===== config.mk =====
export PLATFORM = sky130hd
export DESIGN_NAME = puf_resp_capture
export DESIGN_NICKNAME = d
export VERILOG_FILES = /design/src/rtl/puf_resp_capture.sv
export SDC_FILE = /design/constraint.sdc
export NUM_CORES = 1
export LEC_CHECK = 0
export ABC_AREA = 1
export ABC_CLOCK_PERIOD_IN_PS = 1630
export CORE_MARGIN = 1
export CORE_UTILIZATION = 52
export CTS_CLUSTER_SIZE = 20
export DETAILED_ROUTE_END_ITERATION = 10
export GPL_TIMING_DRIVEN = 0
export PLACE_DENSITY = 0.72
export SETUP_SLACK_MARGIN = 0.1
export SLEW_MARGIN = 40
export SYNTH_ARGS = -nofsm -noshare
export SYNTH_HDL_FRONTEND = slang
export SYNTH_SLANG_ARGS = --single-unit

===== constraint.sdc =====
create_clock -name iclk -period 1.63 [get_ports iclk]
set_clock_uncertainty 0.05 [all_clocks]
set_input_delay 0.489 -clock iclk [delete_from_list [all_inputs] [get_ports iclk]]
set_output_delay 0.489 -clock iclk [all_outputs]
set_load 0.02 [all_outputs]

===== src/rtl/puf_resp_capture.sv =====
// puf_resp_capture: majority-voting, resynchronising capture of WIDTH arbiter PUF outputs
//   iclk/irst_n : clock, asynchronous active-low reset
//   istart      : begin a capture (taken only while ordy)
//   isample     : arbiter outputs settled, sample id now
//   id          : raw arbiter outputs, asynchronous to iclk
//   ordy/obusy  : idle / capture in progress
//   oq/ostable  : voted response and per-bit unanimity flags, held until next result
//   ovalid      : one-cycle pulse when oq/ostable update
module puf_resp_capture #(
  parameter int WIDTH       = 8,
  parameter int REPEATS     = 5,
  parameter int SYNC_STAGES = 2
) (
  input  logic             iclk,
  input  logic             irst_n,
  input  logic             istart,
  input  logic             isample,
  input  logic [WIDTH-1:0] id,
  output logic             ordy,
  output logic             obusy,
  output logic [WIDTH-1:0] oq,
  output logic [WIDTH-1:0] ostable,
  output logic             ovalid
);
  localparam int CW = $clog2(REPEATS + 1);
  typedef enum logic {IDLE, COLLECT} state_t;
  state_t state, state_next;
  logic [CW-1:0] issued, counted;
  logic [CW-1:0] ones [WIDTH];
  logic [CW-1:0] ones_next [WIDTH];
  logic [WIDTH-1:0] sync_d [SYNC_STAGES];
  logic [SYNC_STAGES-1:0] sync_s;
  logic [WIDTH-1:0] q_next, stable_next;
  logic start, strobe_in, strobe, done;
  assign start     = state == IDLE && istart;
  assign strobe_in = state == COLLECT && isample && issued < CW'(REPEATS);
  assign strobe    = sync_s[SYNC_STAGES-1];
  // the final synced strobe is the one arriving while counted is one short of REPEATS
  assign done      = state == COLLECT && strobe && counted == CW'(REPEATS - 1);
  always_comb begin
    for (int i = 0; i < WIDTH; i++) begin
      ones_next[i]   = ones[i] + CW'(strobe && sync_d[SYNC_STAGES-1][i]);
      q_next[i]      = ones_next[i] > CW'(REPEATS / 2);
      stable_next[i] = ones_next[i] == '0 || ones_next[i] == CW'(REPEATS);
    end
  end
  always_ff @(posedge iclk or negedge irst_n)
    if (!irst_n) state <= IDLE;
    else state <= state_next;
  always_comb begin
    state_next = state;
    if (start) state_next = COLLECT;
    else if (done) state_next = IDLE;
  end
  always_comb begin
    ordy  = state == IDLE;
    obusy = state != IDLE;
  end
  // id and the gated strobe travel through identical chains so they stay aligned
  always_ff @(posedge iclk or negedge irst_n) begin
    if (!irst_n) begin
      for (int s = 0; s < SYNC_STAGES; s++) sync_d[s] <= '0;
      sync_s <= '0;
    end else begin
      sync_d[0] <= id;
      sync_s[0] <= strobe_in;
      for (int s = 1; s < SYNC_STAGES; s++) begin
        sync_d[s] <= sync_d[s-1];
        sync_s[s] <= sync_s[s-1];
      end
      if (start) sync_s <= '0;
    end
  end
  always_ff @(posedge iclk or negedge irst_n) begin
    if (!irst_n) begin
      issued  <= '0;
      counted <= '0;
      for (int i = 0; i < WIDTH; i++) ones[i] <= '0;
      oq      <= '0;
      ostable <= '0;
      ovalid  <= 1'b0;
    end else begin
      ovalid <= done;
      if (start) begin
        issued  <= '0;
        counted <= '0;
        for (int i = 0; i < WIDTH; i++) ones[i] <= '0;
      end else if (state == COLLECT) begin
        if (strobe_in) issued <= issued + 1'b1;
        if (strobe) begin
          counted <= counted + 1'b1;
          for (int i = 0; i < WIDTH; i++) ones[i] <= ones_next[i];
        end
      end
      if (done) begin
        oq      <= q_next;
        ostable <= stable_next;
      end
    end
  end
endmodule


### Yosys cells after proc, flatten, opt, wreduce, memory -nomap -nowiden

Cells that the tools add are included.

* bits in registers: 66
* latch bits: 0
* memory bits (writable): 0
* bits in read-only memories: 0
* bits of input ports: 12
* word-level logic and storage cells: 93
* memories: 0

* $add $sub $neg: 10
* multiply operators: 0
* div/mod/pow operators: 0
* order comparisons: 9
* equality and inequality tests: 9
* shifts and indexed selects: 0
* mux-type cells: 12
* bitwise operators: 1
* reduce and logical (&&, ||, !) cells: 35

Operator list (count)
* $mux W24: 3
* $eq A3 B3 Y1 const B: 9
* $add A3 B1 Y3: 8
* $gt A3 B2 Y1 const B: 8
* $logic_not A3 Y1: 8
* $mux W3: 6
* $logic_and A1 B1 Y1: 13
* $logic_or A1 B1 Y1: 8
* $reduce_bool A2 Y1: 4
* $add A3 B1 Y3 const B: 2
* $reduce_and A2 Y1: 2
* $lt A3 B3 Y1 const B: 1
* $mux W1: 2
* $mux W2: 1
* $not A1 Y1: 1

### Logic depth before layout (Yosys ltp)

* depth in word-level cells: 5
* mapped depth: 11

### Worst setup path before layout

No wires, ideal clock.

* path kind: reg2reg
* start: register sync_s[1]
* end: register oq[0]
* library setup time: 117 ps
* data arrival time: 1284 ps
* required time: 1463 ps
* path slack: 179 ps
* stages on the path, launching flop included: 12
* buffers on the path: 1
* clock period less this slack: 1451 ps
* path through: dfrtp_1 > buf_4 > nand2_1 > inv_1 > ha_1 > ha_1 > inv_1 > nand2_1 > nand2_1 > o21ai_0 > nand2_1 > nand2_1

* longest elaborated chain between the ends: 3
* elaborated cells on any way between the ends: 5

RTL lines
* start: declaration: line 32 `logic [SYNC_STAGES-1:0] sync_s;`
* start signal: indexed assignment: line 69 `sync_s[s] <= sync_s[s-1];`
* $logic_and A1 B1 Y1: line 42 `ones_next[i] = ones[i] + CW'(strobe && sync_d[SYNC_STAGES-1][i]);`
* $add A3 B1 Y3: line 42
* $gt A3 B2 Y1: line 43 `q_next[i] = ones_next[i] > CW'(REPEATS / 2);`
* end signal: assignment: line 96 `oq <= q_next;`
* end: declaration: line 21 `output logic [WIDTH-1:0] oq,`

Several ways; a longest one is shown, not always the timed one.
A chain may end at the register's enable or synchronous reset.

### Worst setup path in the final report

* start: register sync_s[1]
* end: register ones[17] (netlist bit)

* longest elaborated chain between the ends: 5
* elaborated cells on any way between the ends: 7

RTL lines
* $logic_and A1 B1 Y1: line 42
* $add A3 B1 Y3: line 42
* $mux W24: line 90 `if (strobe) begin`
* $mux W24: line 88 `end else if (state == COLLECT) begin`
* $mux W24: line 84 `if (start) begin`
* end: declaration: line 29 `logic [CW-1:0] ones [WIDTH];`

Several ways; a longest one is shown, not always the timed one. The select of a mux whose other input is x is not followed.

==> results by group <==
Status
  • Outcome: finished, violations left
  • Violated checks: setup timing

Synthesis
  • Synthesized cell area: roughly 0.0031 mm^2
  • Synthesized Nets: 385
  • Seq/Total Area, Yosys: about 54%
  • Warning count from the yosys run: 0
  • Syn avg cell area: 8.635 um^2
  • Yosys reg bits: 66
  • Cell count after synthesis: approximately 350
  • Synth cell types: 18

Detailed routing
  • Final WL: ~7000 um
  • DR WL/cell: between 10 and 15 um
  • DR pass1 iterations: 4
  • Via density: between 5 and 6
  • Via Count: approximately 2500
  • Post-route ant nets: 0
  • Post-route DRC: 0
  • DR iter-0 viols: 174

Setup path
  • Worst reg-to-reg path cell count: 10
  • Critical Path Sink: ones[17]
  • Worst EP arrival: 1.85 ns
  • Worst path required time: about 1.8 ns
  • Reg2reg setup slack: -0.02 ns
  • CP startpoint kind: register
  • Worst r2r src: sync_s[1]
  • Critical path fanouts, max: 5
  • RR Endpoint: ones[17]
  • Nature of the critical path endpoint: register
  • Crit path kind: register to register
  • Launch point of the worst path: sync_s[1]

Cells and area
  • Multi-input logic area: 0.001413 mm^2
  • Area Growth Syn to Fin: 28.41%
  • Most common cell after layout, fill and taps aside: nand2_1
  • NumNets Final: ~440
  • Register area: 0.001653 mm^2
  • N_diodes: 0
  • Filler Cell Count: ~440
  • Most frequent cells in the layout: nand2_1 (121), dfrtp_1 (65), inv_1 (31), nand3_1 (31), buf_2 (18)
  • Share of layout cells above drive strength 1: between 20% and 30%
  • Design Area, Final: 0.003925 mm^2

Global routing
  • Initial antenna violation count: 0
  • GRT met3 Usage: under 10%
  • Largest net degree at the start of global routing: between 40 and 50
  • First-pass GRT wire length: about 11000 um
  • Met2 usage: a little under two fifths
  • Total global-route track usage: approximately a quarter
  • Vias in the first global route: approximately 2300
  • Top Usage Layer GRT: met2
  • Met1 global-route usage: between 30% and 40%
  • Grt ovf: 0

Flow run
  • Maximum capacitance violations: 0

Pwr
  • Power Dens Cells: approximately 1800 mW/mm^2
  • Switching pwr: 0.002840 W
  • Part of the power in registers: between 30% and 40%
  • Combinational power share: between 40% and 50%
  • Clock share of power: approximately 22%
  • Pint: approximately 0.0043 W
  • Pwr Total: around 0.007 W
  • Max VDD drop: between 800 and 900 uV
  • Sw frac: between 30% and 40%
  • LEAKAGE: 2.037 nW

Floorplan
  • Die X: 78.67 um
  • Die area: 0.006189 mm^2
  • Die Y: a little under 80 um
  • IO Pins: 31
  • CORE AREA: between 0.005 and 0.006 mm^2
  • Initial core utilization: between 50% and 60%
  • Row count: 27

Timing
  • Fmax: ~0.61 GHz
  • Slew @ Worst Pin: roughly 0.35 ns
  • Max-slew headroom: about three quarters
  • Unrepaired setup endpoints after global routing: yes
  • Hold slack: approximately 0.0028 ns
  • Final Max Slew Viols: 0
  • Final worst path period share: 101.1%
  • Final setup vio count: 1
  • Period minus WS final: 1.647 ns
  • Final Hold Viols: 0
  • Post-route worst setup slack: -0.01742 ns

Placed design
  • Post-detail-place hpwl: approximately 4100 um
  • GPL Wtd Cong: between 0.7 and 0.8
  • Buffers on Ports: 30
  • Placed inst area: between 0.003 and 0.004 mm^2

Hold path
  • Tightest Hold Check Type: primary input to asynchronous set/reset pin

Clock tree
  • TritonCTS buffer count: 9
  • # hold bufs at CTS: 0
  • CTS tree: built
  • Clk_lat worst skew: ~0.34 ns
  • Clock sink count: between 60 and 70
  • Root Buffer: clkbuf_8
  • H-tree levels: 3
  • CTS Buffer Depth: 2
  • Clk slew on worst S/H paths: 0.07 ns
==> metrics by stage <==
stage          utilization, %  instances  setup WS, ns  setup TNS [ns]
2_1_floorplan               -        354        0.1791               0
3_3_place_gp            61.84        456        -2.169         -143.27
3_5_place_dp            62.15        457       -0.1144         -0.3497
4_1_cts                 66.24        475       0.05283               0
5_1_grt                 70.42        481      -0.05688         -0.2477
6_report                70.42        481      -0.01742        -0.01742
==> state kept, by name, summed over array words and instances (netlist names) <==
name	cells
issued	3
oq	8
sync_s	2
obusy	1
ostable	8
ovalid	1
sync_d	16
counted	3
ones	24
==> worst max-delay path: stages (launching register included) <==
cell and delay, ns:
dfrtp_1 0.38, buf_6 0.14, buf_6 0.13, nand2_2 0.06, inv_2 0.04, ha_4 0.17, ha_4 0.17, nand2_1 0.11
nand2_2 0.07, buf_4 0.14, o22ai_1 0.11
==> kinds of logic after synthesis <==
family / synth area share [%]
AOI/OAI and AO/OA: 4.666
adders and majority gates: 7.777
and+or+nand+nor: 26.07
DFF: 54.03
buffers and inverters: 7.450
==> cell usage after synthesis <==
| master | number | area, um^2 |
|---|---|---|
| nand2_4 | 1 | 11.26 |
| nand2_2 | 2 | 12.51 |
| buf_4 | 4 | 30.03 |
| nand4_1 | 2 | 12.51 |
| ha_1 | 19 | 237.7 |
| inv_2 | 3 | 11.26 |
| buf_2 | 2 | 10.01 |
| buf_6 | 2 | 22.52 |
| o21ai_0 | 16 | 80.08 |
| a21oi_1 | 1 | 5.000 |
| inv_1 | 41 | 153.9 |
| nand4_4 | 1 | 21.27 |
| nand2_1 | 139 | 521.8 |
| nor2_1 | 10 | 37.54 |
| nand3_1 | 36 | 180.2 |
| dfrtp_1 | 66 | 1652 |
| o22ai_1 | 8 | 50.05 |
| a21boi_0 | 1 | 7.510 |
==> worst min path at each step <==
stage,cells after the start,end,slack [ns]
after floorplan,0,counted[0],0.14
after global placement,0,sync_d[1],0.28
after detailed placement,0,sync_d[1],0.28
after CTS,1,oq[1],0.001
after global routing,1,sync_d[7],0.008
final,1,sync_d[7],0.003
==> cell type report <==
type,instances,area share [%]
multi-input cells,236,35.99
flip-flops and latches,66,42.11
well taps,72,2.295
clock inverters,5,1.976
repair buffers,39,7.938
inverters,44,4.335
clock buffers,11,3.602
plain buffers,8,1.753
==> power by group through the flow <==
stage | Sequential [W] | Clock (W) | Combinational, W
global placement | 0.00248 | 0 | 0.00259
detailed placement | 0.00249 | 0 | 0.00265
global route | 0.00258 | 0.00163 | 0.00338
floorplan | 0.00265 | 0 | 0.00157
finish | 0.00253 | 0.00154 | 0.00306
CTS | 0.00246 | 0.00156 | 0.00265
==> per-layer routing <==
layer	up-vias	wire length, um
met5	-	0
met3	6	419
li1	1223	-
met1	1216	3151
met4	0	77
met2	81	3424
==> repair_timing <==
action / in CTS / in global routing
pin swaps: 0 / 20
gates resized for setup: 78 / 77
endpoints found under the setup margin: 39 / 37
setup buffers: 2 / 6
Power figures use the tool's default switching activity.
